File: config.mk
export PLATFORM = sky130hd
export DESIGN_NAME = svx32_dmem_ctrl
export DESIGN_NICKNAME = d
export VERILOG_FILES = /design/src/rtl/svx32_mem_pkg.sv /design/src/rtl/svx32_wait_cnt.sv /design/src/rtl/svx32_dmem_ctrl.sv
export SDC_FILE = /design/constraint.sdc
export NUM_CORES = 1
export LEC_CHECK = 0
export ABC_AREA = 1
export CAP_MARGIN = 15
export CELL_PAD_IN_SITES_DETAIL_PLACEMENT = 0
export CELL_PAD_IN_SITES_GLOBAL_PLACEMENT = 1
export CORE_MARGIN = 10
export CORE_UTILIZATION = 34
export DETAILED_ROUTE_END_ITERATION = 6
export PLACE_DENSITY_LB_ADDON = 0.1
export SLEW_MARGIN = 20
export SYNTH_ARGS = -nofsm -noshare
export SYNTH_HDL_FRONTEND = slang
export SYNTH_SLANG_ARGS = --single-unit
File: constraint.sdc
create_clock -name pil_clk -period 3.6 [get_ports pil_clk]
set_clock_uncertainty 0.05 [all_clocks]
set_input_delay 1.08 -clock pil_clk [delete_from_list [all_inputs] [get_ports pil_clk]]
set_output_delay 1.08 -clock pil_clk [all_outputs]
set_load 0.005 [all_outputs]
File: src/rtl/svx32_mem_pkg.sv
// -----------------------------------------------------------------------------
// svx32_mem_pkg
// Shared definitions for the svx32 data-memory path.
//   dmem_state_e : controller state encoding
//   BE_*         : the byte-enable patterns a legal access may use
//   be_legal()   : byte-enable / address-alignment legality check, shared by
//                  the memory controller and the core's formal assumptions
// -----------------------------------------------------------------------------
package svx32_mem_pkg;

    typedef enum logic [2:0] {
        ST_IDLE   = 3'd0,
        ST_WAIT   = 3'd1,
        ST_ACCESS = 3'd2,
        ST_RDATA  = 3'd3,
        ST_RESP   = 3'd4
    } dmem_state_e;

    localparam logic [3:0] BE_B0 = 4'b0001;
    localparam logic [3:0] BE_B1 = 4'b0010;
    localparam logic [3:0] BE_B2 = 4'b0100;
    localparam logic [3:0] BE_B3 = 4'b1000;
    localparam logic [3:0] BE_H0 = 4'b0011;
    localparam logic [3:0] BE_H1 = 4'b1100;
    localparam logic [3:0] BE_W  = 4'b1111;

    // addr_lo is byte-address bit 1: it selects the halfword, so it must agree
    // with which halfword the enables select. Single-byte and full-word
    // enables carry no alignment constraint of their own.
    function automatic logic be_legal(input logic addr_lo, input logic [3:0] be);
        logic ok;
        case (be)
            BE_B0, BE_B1, BE_B2, BE_B3, BE_W: ok = 1'b1;
            BE_H0:                            ok = ~addr_lo;
            BE_H1:                            ok = addr_lo;
            default:                          ok = 1'b0;
        endcase
        return ok;
    endfunction

endpackage

File: src/rtl/svx32_wait_cnt.sv
// -----------------------------------------------------------------------------
// svx32_wait_cnt
// 4-bit load/decrement counter used to insert wait states.
//   pil_clk      : clock, rising edge
//   pil_rst      : synchronous active-high reset (count -> 0)
//   pil_load     : load piv_load_val (has priority over decrement)
//   pil_dec      : decrement by one, saturating at zero
//   piv_load_val : value to load
//   pol_done     : count currently reads 1, i.e. this is the last wait cycle
// -----------------------------------------------------------------------------
module svx32_wait_cnt (
    input  logic       pil_clk,
    input  logic       pil_rst,
    input  logic       pil_load,
    input  logic       pil_dec,
    input  logic [3:0] piv_load_val,
    output logic       pol_done
);

    logic [3:0] cnt_q;
    logic [3:0] cnt_d;

    // NOTE: combinational blocks use blocking '=' so later statements see the
    // updated value; clocked blocks use non-blocking '<=' so every flop
    // samples the pre-edge value regardless of statement order.
    always_comb begin
        // NOTE: assign a default first so every path drives cnt_d and no
        // latch is inferred.
        cnt_d = cnt_q;
        if (pil_load) begin
            cnt_d = piv_load_val;
        end else if (pil_dec && (cnt_q != 4'd0)) begin
            cnt_d = cnt_q - 4'd1;
        end
    end

    always_ff @(posedge pil_clk) begin
        if (pil_rst) begin
            cnt_q <= 4'd0;
        end else begin
            cnt_q <= cnt_d;
        end
    end

    assign pol_done = (cnt_q == 4'd1);

endmodule

File: src/rtl/svx32_dmem_ctrl.sv
// -----------------------------------------------------------------------------
// svx32_dmem_ctrl
// Data-memory controller between the svx32 core memory unit and a single-port
// synchronous SRAM. Accepts one outstanding request at a time, range- and
// byte-lane-checks it, optionally inserts WAIT_CYC wait states, performs one
// SRAM access and returns a one-cycle valid (read) or ack (write) pulse.
//
// Core side : pil_mem_req/wen, piv_mem_addr/wdata/byte_sel in;
//             pol_mem_valid, pol_mem_ack, pov_mem_rdata, pol_mem_err out.
// SRAM side : pol_sram_cs/we, pov_sram_addr/wdata/be out; piv_sram_rdata in
//             (valid the cycle after a read access).
// All outputs are registered. pil_rst is synchronous, active high.
// -----------------------------------------------------------------------------
module svx32_dmem_ctrl
    import svx32_mem_pkg::*;
#(
    parameter int          ADDR_W    = 12,
    parameter logic [31:0] BASE_ADDR = 32'h0000_2000,
    parameter int          WAIT_CYC  = 0
) (
    input  logic              pil_clk,
    input  logic              pil_rst,
    input  logic              pil_mem_req,
    input  logic              pil_mem_wen,
    input  logic [31:0]       piv_mem_addr,
    input  logic [31:0]       piv_mem_wdata,
    input  logic [3:0]        piv_mem_byte_sel,
    output logic              pol_mem_valid,
    output logic              pol_mem_ack,
    output logic [31:0]       pov_mem_rdata,
    output logic              pol_mem_err,
    output logic              pol_sram_cs,
    output logic              pol_sram_we,
    output logic [ADDR_W-1:0] pov_sram_addr,
    output logic [31:0]       pov_sram_wdata,
    output logic [3:0]        pov_sram_be,
    input  logic [31:0]       piv_sram_rdata
);

    // FSM state and captured request
    dmem_state_e       state_q,   state_d;
    logic              wen_q,     wen_d;
    logic [ADDR_W-1:0] waddr_q,   waddr_d;
    logic [31:0]       wdata_q,   wdata_d;
    logic [3:0]        be_q,      be_d;
    logic              cls_err_q, cls_err_d;

    // Registered outputs
    logic              valid_q,   valid_d;
    logic              ack_q,     ack_d;
    logic [31:0]       rdata_q,   rdata_d;
    logic              resp_err_q, resp_err_d;
    logic              cs_q,      cs_d;
    logic              we_q,      we_d;
    logic [ADDR_W-1:0] saddr_q,   saddr_d;
    logic [31:0]       swdata_q,  swdata_d;
    logic [3:0]        sbe_q,     sbe_d;

    logic cnt_load;
    logic cnt_dec;
    logic cnt_done;

    // Byte-address bit 0 carries no information for word/halfword/byte lane
    // selection; the enables already say which bytes are touched.
    logic unused_addr_b0;
    assign unused_addr_b0 = piv_mem_addr[0];

    svx32_wait_cnt u_wait_cnt (
        .pil_clk      (pil_clk),
        .pil_rst      (pil_rst),
        .pil_load     (cnt_load),
        .pil_dec      (cnt_dec),
        .piv_load_val (4'(WAIT_CYC)),
        .pol_done     (cnt_done)
    );

    always_comb begin
        state_d    = state_q;
        wen_d      = wen_q;
        waddr_d    = waddr_q;
        wdata_d    = wdata_q;
        be_d       = be_q;
        cls_err_d  = cls_err_q;
        valid_d    = 1'b0;
        ack_d      = 1'b0;
        rdata_d    = rdata_q;
        resp_err_d = 1'b0;
        cs_d       = 1'b0;
        we_d       = 1'b0;
        saddr_d    = '0;
        swdata_d   = '0;
        sbe_d      = '0;
        cnt_load   = 1'b0;
        cnt_dec    = 1'b0;

        case (state_q)
            ST_IDLE: begin
                if (pil_mem_req) begin
                    wen_d     = pil_mem_wen;
                    waddr_d   = piv_mem_addr[ADDR_W+1:2];
                    wdata_d   = piv_mem_wdata;
                    be_d      = piv_mem_byte_sel;
                    cls_err_d = (piv_mem_addr[31:ADDR_W+2] != BASE_ADDR[31:ADDR_W+2])
                              || !be_legal(piv_mem_addr[1], piv_mem_byte_sel);
                    if (cls_err_d) begin
                        // Rejected accesses answer immediately without touching the SRAM.
                        state_d    = ST_RESP;
                        valid_d    = ~pil_mem_wen;
                        ack_d      = pil_mem_wen;
                        resp_err_d = 1'b1;
                        if (!pil_mem_wen) begin
                            rdata_d = '0;
                        end
                    end else if (WAIT_CYC > 0) begin
                        state_d  = ST_WAIT;
                        cnt_load = 1'b1;
                    end else begin
                        state_d = ST_ACCESS;
                    end
                end
            end
            ST_WAIT: begin
                cnt_dec = 1'b1;
                if (cnt_done) begin
                    state_d = ST_ACCESS;
                end
            end
            ST_ACCESS: begin
                if (wen_q) begin
                    state_d    = ST_RESP;
                    ack_d      = 1'b1;
                    resp_err_d = cls_err_q;
                end else begin
                    state_d = ST_RDATA;
                end
            end
            ST_RDATA: begin
                // Raw word; the core extracts the addressed lanes itself.
                rdata_d    = piv_sram_rdata;
                valid_d    = 1'b1;
                resp_err_d = cls_err_q;
                state_d    = ST_RESP;
            end
            ST_RESP: begin
                state_d = ST_IDLE;
            end
            default: begin
                state_d = ST_IDLE;
            end
        endcase

        // SRAM port is registered, so it is driven for the cycle we are about
        // to enter ACCESS; from IDLE with no wait states the capture happens
        // in the same cycle, hence the *_d values.
        if (state_d == ST_ACCESS) begin
            cs_d     = 1'b1;
            we_d     = wen_d;
            saddr_d  = waddr_d;
            swdata_d = wdata_d;
            sbe_d    = be_d;
        end
    end

    always_ff @(posedge pil_clk) begin
        if (pil_rst) begin
            state_q    <= ST_IDLE;
            wen_q      <= 1'b0;
            waddr_q    <= '0;
            wdata_q    <= '0;
            be_q       <= '0;
            cls_err_q  <= 1'b0;
            valid_q    <= 1'b0;
            ack_q      <= 1'b0;
            rdata_q    <= '0;
            resp_err_q <= 1'b0;
            cs_q       <= 1'b0;
            we_q       <= 1'b0;
            saddr_q    <= '0;
            swdata_q   <= '0;
            sbe_q      <= '0;
        end else begin
            state_q    <= state_d;
            wen_q      <= wen_d;
            waddr_q    <= waddr_d;
            wdata_q    <= wdata_d;
            be_q       <= be_d;
            cls_err_q  <= cls_err_d;
            valid_q    <= valid_d;
            ack_q      <= ack_d;
            rdata_q    <= rdata_d;
            resp_err_q <= resp_err_d;
            cs_q       <= cs_d;
            we_q       <= we_d;
            saddr_q    <= saddr_d;
            swdata_q   <= swdata_d;
            sbe_q      <= sbe_d;
        end
    end

    assign pol_mem_valid  = valid_q;
    assign pol_mem_ack    = ack_q;
    assign pov_mem_rdata  = rdata_q;
    assign pol_mem_err    = resp_err_q;
    assign pol_sram_cs    = cs_q;
    assign pol_sram_we    = we_q;
    assign pov_sram_addr  = saddr_q;
    assign pov_sram_wdata = swdata_q;
    assign pov_sram_be    = sbe_q;

endmodule

* After elaboration in Yosys (flattened, before gate mapping)
Index checks and enable logic that the tools add are counted.
Cells by class: equal/unequal tests 15, add/subtract/negate cells 1, reduce and logical (&&, ||, !) cells 11, mux-type cells 33, bitwise operators 3
Operator list (number):
- two-way mux 32 bit | 5
- case mux 32 bit (2 select lines) | 1
- two-way mux 12 bit | 2
- nonzero test 18 bit | 1
- two-way mux 1 bit | 14
- equality test 4 bit (second input constant) | 3
- two-way mux 3 bit | 4
- case mux 3 bit (4 select lines) | 1
- equality test 3 x 2 -> 1 bit (second input constant) | 3
- equality test 4 x 1 -> 1 bit (second input constant) | 2
- equality test 4 x 2 -> 1 bit (second input constant) | 2
- two-way mux 4 bit | 2
- != test 2 bit (second input constant) | 3
- case mux 1 bit (3 select lines) | 2
- OR reduction 5 bit | 1
- equality test 4 x 3 -> 1 bit (second input constant) | 1
- case mux 1 bit (2 select lines) | 2
- AND reduction 4 bit | 1
- nonzero test 4 bit | 1
- subtractor 4 x 1 -> 4 bit (second input constant) | 1
- equality test 3 x 1 -> 1 bit (second input constant) | 1
- zero test 3 bit | 1
- NOT 1 bit | 3
- AND reduction 2 bit | 1
- other kinds (5) | 5
Word-level totals: logic and storage cells 79, register bits after elaboration 142, input bits 104

* Longest topological paths before layout
depth in word-level cells 13, gate-level depth with buffers 10

* By module
A second synthesis with hierarchy kept.
Unflattened totals: cell total of the unflattened synthesis 519, area, all modules 4804.6 um2
Modules (own cells, without submodules):
- svx32_dmem_ctrl | times used 1, cells each 478, seq. area each 2762.6 um2, area each 4508.1 um2
- svx32_wait_cnt | times used 1, cells each 41, seq. area each 80.1 um2, area each 296.5 um2

* Least setup slack after synthesis
OpenSTA, ideal clock, no wires.
path kind input to register, start point in piv_mem_addr[25], end point reg rdata_q[0], in the netlist pov_mem_rdata[0], setup slack 1.463 ns, data arrival time 2.017 ns, required time 3.480 ns, cell stages on the path 10, buffers on the path 1, cell sequence nor2_1 nand2_1 nor2_1 nand2_1 nor2_1 nand3_1 nand3_2 buf_4 nand3_1 a21oi_1
On the way: longest elaborated chain between the ends 4
RTL lines:
- start: declaration | RTL line svx32_dmem_ctrl.sv:25 | input logic [31:0] piv_mem_addr,
- nonzero test 18 bit | RTL line svx32_dmem_ctrl.sv:103 | cls_err_d = (piv_mem_addr[31:ADDR_W+2] != BASE_ADDR[31:ADDR_W+2])
- logical OR 1 bit | RTL line svx32_dmem_ctrl.sv:104 | || !be_legal(piv_mem_addr[1], piv_mem_byte_sel);
- != test 2 bit (no line)
- AND reduction 4 bit (no line)
- end signal: assignment | RTL line svx32_dmem_ctrl.sv:190 | rdata_q <= rdata_d;
- end: declaration | RTL line svx32_dmem_ctrl.sv:51 | logic [31:0] rdata_q, rdata_d;
No other way between the ends. A chain may end at the register's enable or synchronous reset.

* Worst setup path after layout
start point in piv_mem_byte_sel[1], end point reg rdata_q[24], in the netlist pov_mem_rdata[24]
On the way: longest elaborated chain between the ends 9, elaborated cells between the ends (all ways) 15, classes of those cells eq/ne: 8; mux: 3; reduce/logical: 4
RTL lines:
- start: declaration | RTL line svx32_dmem_ctrl.sv:27 | input logic [3:0] piv_mem_byte_sel,
- equality test 4 x 1 -> 1 bit, or another cell as far along | RTL line svx32_mem_pkg.sv:32 | case (be)
- OR reduction 5 bit | RTL line svx32_mem_pkg.sv:32
- case mux 1 bit (3 select lines) * | RTL line svx32_mem_pkg.sv:32
- two-way mux 1 bit * | RTL line svx32_dmem_ctrl.sv:98 | if (pil_mem_req) begin
- two-way mux 1 bit * | RTL line svx32_dmem_ctrl.sv:96 | case (state_q)
- zero test 1 bit * | RTL line svx32_dmem_ctrl.sv:104
- logical OR 1 bit * | RTL line svx32_dmem_ctrl.sv:104
- != test 2 bit (no line) *
- AND reduction 4 bit (no line) *
Every way passes the cells marked *; elsewhere a longest branch is shown, timed or not. The select of a mux whose other input is x is not followed.

==> qor.yml <==
pwr:
  p_int_mw: 2.845
  p_seq_share_pct: 45.1
  p_total_mw: 3.596
  switching_power_mw: 0.7509
  power.density_nw_per_um2: 492.0
  peakVddDrop_mv: 0.3165
  comb_power_share_pct: 6.9
  p_clk_share_pct: 48.0
  power_leakage_nw: 2.899
  swShare_pct: 20.88
floorplan:
  rows: 42
  pin_count: 189
  initial_core_util_pct: 35.07
  die_x_um: 137.6
  chipHeight_um: 137.6
  core-area_um2: 13400
  dieArea_um2: 18920
clocking:
  cts_buffers: 17
  cts_hold_buf: 0
  cts.repair.resized: 0
  clk_latency_ns: 0.41
  clkSlewWorstSetupHoldPaths_ns: 0.06
  clock_sinks: 142
  cts-htree-levels: 4
  postCtsSetupRepairBufs: 0
  root_buffer: "clkbuf_16"
  clockBufferDepth: 2
  cts_tree: "built"
synthesis:
  synth_nets: 611
  yosysWarnings: 0
  ys_seq_elements: 142
  synth_top_area_share_pct: 60.49
  syn_inst: 504
  synth_area_leaders: "dfxtp_1 (60%), mux2i_1 (10%), nor2_1 (9.1%)"
  yosysTopAreaCell: "dfxtp_1"
  ys_seq_area_share_pct: 60.49
  synth_cell_type_count: 22
  syn_area_um2: 4700
  postSynthAreaPerCell_um2: 9.324
critical_path:
  critical_path_arrival_ns: 3.01
  critPathMaxFanout: 33
  crit_path_top_delay_cell: "clkdlybuf4s50_1"
  startpoint_type: "primary input"
  critPathKind: "in2reg"
  endpoint_kind: "register"
  path_common_cell: "nand3_1"
  max_stage_delay_ns: 0.56
  critPathRequiredTime_ns: 3.80
  crit_chain: "clkdlybuf4s50_1 > nand3_1 > a21oi_1 > o21ai_0 > nand3_1 > nand3_2 > nand3_1 > a21oi_1"
grt:
  grt_max_degree: 88
  grt_usage_pct: 13.94
  overflow: 0
  grt_pass1_wl_um: 20420
  grt_pass1_vias: 3961
  antenna_found_initial: 0
detailed_routing:
  wl_per_cell_um: 15.18
  routed-via-count: 3920
  antenna_left: 0
  vias_per_cell: 4.485
  drc_errors: 0
  firstDrtPassIters: 4
  drt_iter0_markers: 136
  finalWirelength_um: 13270
final_layout:
  fin_area_um2: 7310
  syn2layout_area_growth_pct: 55.54
  final_common_cell: "clkdlybuf4s50_1"
  final_cell_mix: "clkdlybuf4s50_1 (186), dfxtp_1 (142), nor2_1 (114)"
  drive_above_1_share_pct: 6.447
  nets: 793
  diodes: 0
placement:
  dp_hpwl_um: 9332
  dp_slack_ns: 0.3370
  placed_area_um2: 6716
  port_buffers: 187
  place_congestion: 0.7962
timing:
  max-slew-margin-rel_pct: 35.52
  hold_violations: 0
  rsz0062_at_grt: "no"
  max_freq_ghz: 0.3567
  post-route-min-period_ns: 2.803
  tns_ns: 0
  drv_slew: 0
  setup_viol: 0
  setup_ws_ns: 0.7966
  worstMarginPinSlew_ns: 0.9672
  finalCritPeriodShare_pct: 77.87
run_status:
  status: "completed"
run:
  cap_violations: 0
hold_path:
  hold_class: "reg2reg"
[sequential cells by signal, indices dropped and copies added, names as in the netlist]
signal and flops:
wen_q 1, pov_sram_be 4, pol_mem_ack 1, pol_sram_cs 1, u_wait_cnt.cnt_q 4, pov_sram_addr 12, cls_err_q 1, state_q 3
be_q 4, wdata_q 32, pol_mem_valid 1, pol_mem_err 1, waddr_q 12, pol_sram_we 1, pov_mem_rdata 32, pov_sram_wdata 32
[final timing paths]
check,depth (start not counted),from,endpoint,slack (ns)
worst min register to register,2,pov_mem_rdata[10],pov_mem_rdata[10],0.43
worst min-delay path,2,pov_mem_rdata[10],pov_mem_rdata[10],0.43
worst max register to register,6,state_q[1],pov_mem_rdata[24],1.59
worst max-delay path,8,piv_mem_byte_sel[1],pov_mem_rdata[24],0.80
[power groups by stage]
| stage | clock, mW | sequential [mW] | combinational (mW) |
|---|---|---|---|
| after floorplan | 0 | 1.65 | 0.113 |
| after global placement | 0 | 1.65 | 0.247 |
| after detailed placement | 0 | 1.65 | 0.251 |
| after CTS | 1.77 | 1.62 | 0.253 |
| after global routing | 1.84 | 1.62 | 0.273 |
| final | 1.73 | 1.62 | 0.248 |
[worst max-delay path, delay by kind of cell]
kind / cells / cell delay [ns]
AO/OA/AOI/OAI: 3 / 0.31
AND/OR/NAND/NOR: 4 / 1.04
buffers and inverters: 1 / 0.56
[cells in the mapped netlist]
master and instances:
nand4_1 1, mux2i_1 48, inv_1 15, o211ai_1 1, nor2_2 2, a31oi_1 2, and2_0 1, nor3b_1 2
inv_2 4, nor2_1 114, buf_1 2, o21ai_0 7, nor3_1 1, ha_1 3, nand3_1 40, dfxtp_1 142
a21oi_1 39, clkbuf_1 14, nand2_1 51, buf_2 10, nand3_2 2, buf_4 3
[through the flow]
stage / hold WS (ns) / std cells / util (%)
floorplan: 0.3935 / 504 / -
global placement: 0.4102 / 843 / 50.12
detailed placement: 0.4170 / 843 / 50.12
CTS: 0.4302 / 874 / 54.55
global route: 0.4463 / 874 / 54.55
finish: 0.4277 / 874 / 54.55
[layer usage]
metal / wire length (um) / GRT usage, % / part of all wire, %
met2: 6189 / 22.14 / 47
met5: 0 / 0 / 0
met1: 5153 / 14.88 / 39
met3: 1791 / 8.594 / 13
met4: 136 / 4.918 / 1.0
[final cells by class]
type | count | area (um^2)
clock inverters | 9 | 108.9
multi-input cells | 314 | 1665
inverters | 19 | 71.32
well taps | 176 | 220.2
flip-flops and latches | 142 | 2843
clock buffers | 22 | 484.2
fillers | 1250 | 6091
repair buffers | 192 | 1917
[cell families (layout without fill, tap and decap cells)]
logic type / after synthesis / in the layout / share of synthesized area, %
flip-flops: 142 / 142 / 60.49
adder cells (fa/ha/maj): 3 / 3 / 0.7988
AND/OR/NAND/NOR: 214 / 214 / 18.82
multiplexers: 48 / 48 / 10.22
buffers and inverters: 48 / 242 / 4.340
AO/OA/AOI/OAI: 49 / 49 / 5.325
Note: power is estimated with default switching activity, not from simulation.
